===== src/rtl/dm_load_stage.sv =====
// Memory-stage load formatting and the M->W pipeline register.
// Decodes the load type, aligns and extends the data, and flags address errors.
module dm_load_stage (
    input  logic        clk,
    input  logic        reset,
    input  logic        load_M,
    input  logic [2:0]  loadop_M,
    input  logic [31:0] data_alu_M,
    input  logic [31:0] data_dm_M,
    input  logic [31:0] pcout_M,
    input  logic [4:0]  regaddr_M,
    input  logic        stall,
    input  logic        flush,
    output logic        load_W,
    output logic [31:0] data_load_W,
    output logic [4:0]  regaddr_W,
    output logic [31:0] pcout_W,
    output logic        adel_W,
    output logic [31:0] badaddr_W
);

    localparam logic [2:0] OP_LW  = 3'b000;
    localparam logic [2:0] OP_LH  = 3'b001;
    localparam logic [2:0] OP_LHU = 3'b010;
    localparam logic [2:0] OP_LB  = 3'b011;
    localparam logic [2:0] OP_LBU = 3'b100;

    logic        w_valid_op;
    logic        w_misalign;
    logic        w_oor;
    logic        w_err;
    logic        w_wr;
    logic [7:0]  w_byte;
    logic [15:0] w_half;
    logic [31:0] w_data;

    logic        r_load;
    logic [31:0] r_data;
    logic [4:0]  r_regaddr;
    logic [31:0] r_pc;
    logic        r_adel;
    logic [31:0] r_badaddr;

    always_comb begin
        w_byte = data_dm_M[7:0];
        case (data_alu_M[1:0])
            2'd0:    w_byte = data_dm_M[7:0];
            2'd1:    w_byte = data_dm_M[15:8];
            2'd2:    w_byte = data_dm_M[23:16];
            default: w_byte = data_dm_M[31:24];
        endcase
        // Odd halfword offsets are misaligned, so only bit 1 picks the lane.
        w_half = data_alu_M[1] ? data_dm_M[31:16] : data_dm_M[15:0];

        w_valid_op = (loadop_M <= OP_LBU);
        w_misalign = 1'b0;
        case (loadop_M)
            OP_LW:         w_misalign = (data_alu_M[1:0] != 2'b00);
            OP_LH, OP_LHU: w_misalign = data_alu_M[0];
            default:       w_misalign = 1'b0;
        endcase
        w_oor = |data_alu_M[31:12];

        w_err = load_M & w_valid_op & (w_misalign | w_oor);
        w_wr  = load_M & w_valid_op & ~w_err & (regaddr_M != 5'd0);

        w_data = '0;
        if (w_wr) begin
            case (loadop_M)
                OP_LW:   w_data = data_dm_M;
                OP_LH:   w_data = {{16{w_half[15]}}, w_half};
                OP_LHU:  w_data = {16'h0000, w_half};
                OP_LB:   w_data = {{24{w_byte[7]}}, w_byte};
                OP_LBU:  w_data = {24'h000000, w_byte};
                default: w_data = '0;
            endcase
        end
    end

    always_ff @(posedge clk) begin
        if (reset || flush) begin
            r_load    <= 1'b0;
            r_data    <= '0;
            r_regaddr <= '0;
            r_pc      <= '0;
            r_adel    <= 1'b0;
            r_badaddr <= '0;
        end else if (!stall) begin
            r_load    <= w_wr;
            r_data    <= w_data;
            r_regaddr <= regaddr_M;
            r_pc      <= pcout_M;
            r_adel    <= w_err;
            r_badaddr <= w_err ? data_alu_M : '0;
        end
    end

    assign load_W      = r_load;
    assign data_load_W = r_data;
    assign regaddr_W   = r_regaddr;
    assign pcout_W     = r_pc;
    assign adel_W      = r_adel;
    assign badaddr_W   = r_badaddr;

endmodule


===== config.mk =====
export PLATFORM = sky130hd
export DESIGN_NAME = dm_load_stage
export DESIGN_NICKNAME = d
export VERILOG_FILES = /design/src/rtl/dm_load_stage.sv
export SDC_FILE = /design/constraint.sdc
export NUM_CORES = 1
export LEC_CHECK = 0
export CAP_MARGIN = 15
export CORE_MARGIN = 5
export CORE_UTILIZATION = 44
export DETAILED_ROUTE_END_ITERATION = 16
export PLACE_DENSITY = 0.85
export SLEW_MARGIN = 10
export SYNTH_ARGS = -nofsm -noshare
export SYNTH_HDL_FRONTEND = slang
export SYNTH_SLANG_ARGS = --single-unit

===== constraint.sdc =====
create_clock -name clk -period 5.7 [get_ports clk]
set_clock_uncertainty 0.05 [all_clocks]
set_input_delay 1.71 -clock clk [delete_from_list [all_inputs] [get_ports clk]]
set_output_delay 1.71 -clock clk [all_outputs]
set_load 0.05 [all_outputs]

==> impl_metrics.toml <==
[layout]
final_common_cell = "clkdlybuf4s50_1"
post-route-util_pct = 69.60
area_growth_pct = 53.00
design.final.nets = 761
drive_gt1_share_pct = 6.849
antenna_cells = 0
nFillCells = 805
instances_no_fill = 790
final_cell_mix = "clkdlybuf4s50_1 (210), dfxtp_1 (103), nor2_1 (57), mux2i_1 (40), a22o_1 (39)"

[routing]
initialDrtViolationCount = 284
via_per_inst = 5.566
drc_errors = 0
ant_nets = 0
drt-wirelength-per-cell_um = 18.72
firstDrtPassIters = 6
drt-total-wl_mm = 14.79
num_vias = 4397

[clock_network]
cts_max_level = 3
clk_pin_slew_worst_paths_ps = 100
cts_inserted_buffers = 9
cts_buffer_depth = 2
cts_resized = 0
clock-sinks = 103
clk_latency_ps = 360
cts-root-buf = "clkbuf_8"
cts_tree = "done"
cts_hold_buf = 0
post-cts-setup-buffers = 0

[yosys]
synth_warnings = 0
synth_top_area_share_pct = 46.16
synth_edf_count = 0
syn_inst = 462
ys_types = 41
synthesis.area_sq_mm = 0.004467
syn-mean-instance-area_sq_um = 9.668
synth_largest_area_cell = "dfxtp_1"
async_flop_share_pct = 0
ys_seq_elements = 103
synthTopCellsByArea = "dfxtp_1 (46%), mux2i_1 (9.0%), a22o_1 (7.6%)"
ys_seq_area_share_pct = 46.16
ys.flop_type = "dfxtp_1"
syn_nets = 571

[sta]
min_period_over_period_pct = 72.65
tightest_slew_ps = 982.1
min_period_ps = 4141
hold_viol = 0
finalMaxSlewViolations = 0
hold_ws_ps = 393.4
final-setup-viol-count = 0
max_clock_freq_ghz = 0.2415
rsz0062_at_grt = "no"
setup_tns_ps = 0
relSlewSlack_pct = 34.32

[setup_path]
slowest_delay_ps = 1110
r2r_cells = 2
critPathLaunchType = "input port"
required_ps = 5950
worstPathMaxFanout = 27
critPathArrivalTime_ps = 4390
cp_cell_sequence = "clkdlybuf4s50_1, o21ai_1, a221oi_1, a22o_1, nand3_1, a21oi_1"
crit_type = "in2reg"
critPathSlowestCell = "clkdlybuf4s50_1"
end_kind = "register"

[power_and_ir_drop]
power.density_mw_per_mm2 = 221.0
cellLeakagePower_nw = 2.571
irDropWorstVdd_mv = 0.1338

[place]
port_buffers = 211
gp_congestion = 0.8665
hpwl_mm = 11.03
dp_cells = 773

[grt]
grt_pass1_vias = 4470
grt_first_pass_wirelength_mm = 23.75
track_usage_pct = 23.63
grt_max_degree = 65
grt_overflow = 0
antenna_found_initial = 0

[floorplan]
ios = 212
die_area_sq_mm = 0.01227
die_h_um = 110.8
die_w_um = 110.8
core-area_sq_mm = 0.009819
num_rows = 36
initial_core_util_pct = 45.49

[min_path]
hold_depth = 2
hp-class = "reg2reg"

[run_status]
status = "finished clean"

[flow_run]
cap_violations = 0
-- state kept, by name, indices dropped and copies added, names as in the netlist --
| name | count |
|---|---|
| adel_W | 1 |
| badaddr_W | 32 |
| data_load_W | 32 |
| load_W | 1 |
| pcout_W | 32 |
| regaddr_W | 5 |
-- path summary, 6_finish.rpt --
path / startpoint / end / slack (ps)
hold / removal: data_load_W[15] / data_load_W[15] / 390
hold reg to reg: data_load_W[15] / data_load_W[15] / 390
setup reg to reg: data_load_W[7] / data_load_W[7] / 4680
setup / recovery: data_alu_M[1] / data_load_W[5] / 1560
-- layer usage --
layer / track usage, % / share of wire, %
met1: 27.64 / 38
met2: 39.44 / 48
met3: 8.297 / 11
met4: 9.606 / 2.9
met5: 0 / 0
-- final cells by class --
cell class              instances  area [sq um]  area share, %
clock inverters                 6         75.07          1.098
flip-flops and latches        103          2062          30.17
well taps                     133         166.4          2.435
repair buffers                221          2190          32.04
multi-input cells             308          2170          31.75
inverters                       9         33.78         0.4943
clock buffers                  10         137.6          2.014
-- cells in the mapped netlist, types with 2 or more instances --
library cell  count
mux4_2            7
buf_6             2
nand3_1          12
o21ai_0          23
buf_4             4
a22o_1           39
nor4_1            5
o21ai_1          11
a222oi_1          7
clkbuf_1         22
nor2_1           58
mux2_2            2
nand2b_1          2
buf_2            12
a21o_1            8
a32oi_1          17
a221oi_1          8
a21oi_1           8
nor2b_1           7
nand2_1          37
inv_1             9
dfxtp_1         103
mux2i_1          40
and2_1            2
-- power by group --
group / leakage [nW] / total (W) / switching (W) / internal, W
sequential: 0.834 / 0.000738 / 0.00000641 / 0.000731
combinational: 1.63 / 0.000282 / 0.000146 / 0.000136
clock: 0.105 / 0.000491 / 0.000269 / 0.000222
-- through the flow --
stage	worst slack, ps	instance area [sq um]	total power [W]
finish	1559	6834	0.001510
global route	1373	6834	0.001570
CTS	1676	6819	0.001518
detailed placement	1298	6606	0.001033
global placement	1419	6606	0.001027
floorplan	2572	4467	0.0009016
-- worst max-delay path, delay by kind of cell --
family / cells / cell delay, ps
and+or+nand+nor: 1 / 80
AOI/OAI and AO/OA: 4 / 1480
buffers and inverters: 1 / 1110
-- kinds of logic (layout without fill, tap and decap cells) --
family          after synthesis  after routing  synth area share [%]
xor+xnor                      1              1                0.1961
buf+inv                      51            246                 5.322
compound gates              125            125                 21.09
flops                       103            103                 46.16
mux                          50             50                 13.50
simple gates                132            132                 13.73
Note: power is estimated with default switching activity, not from simulation.
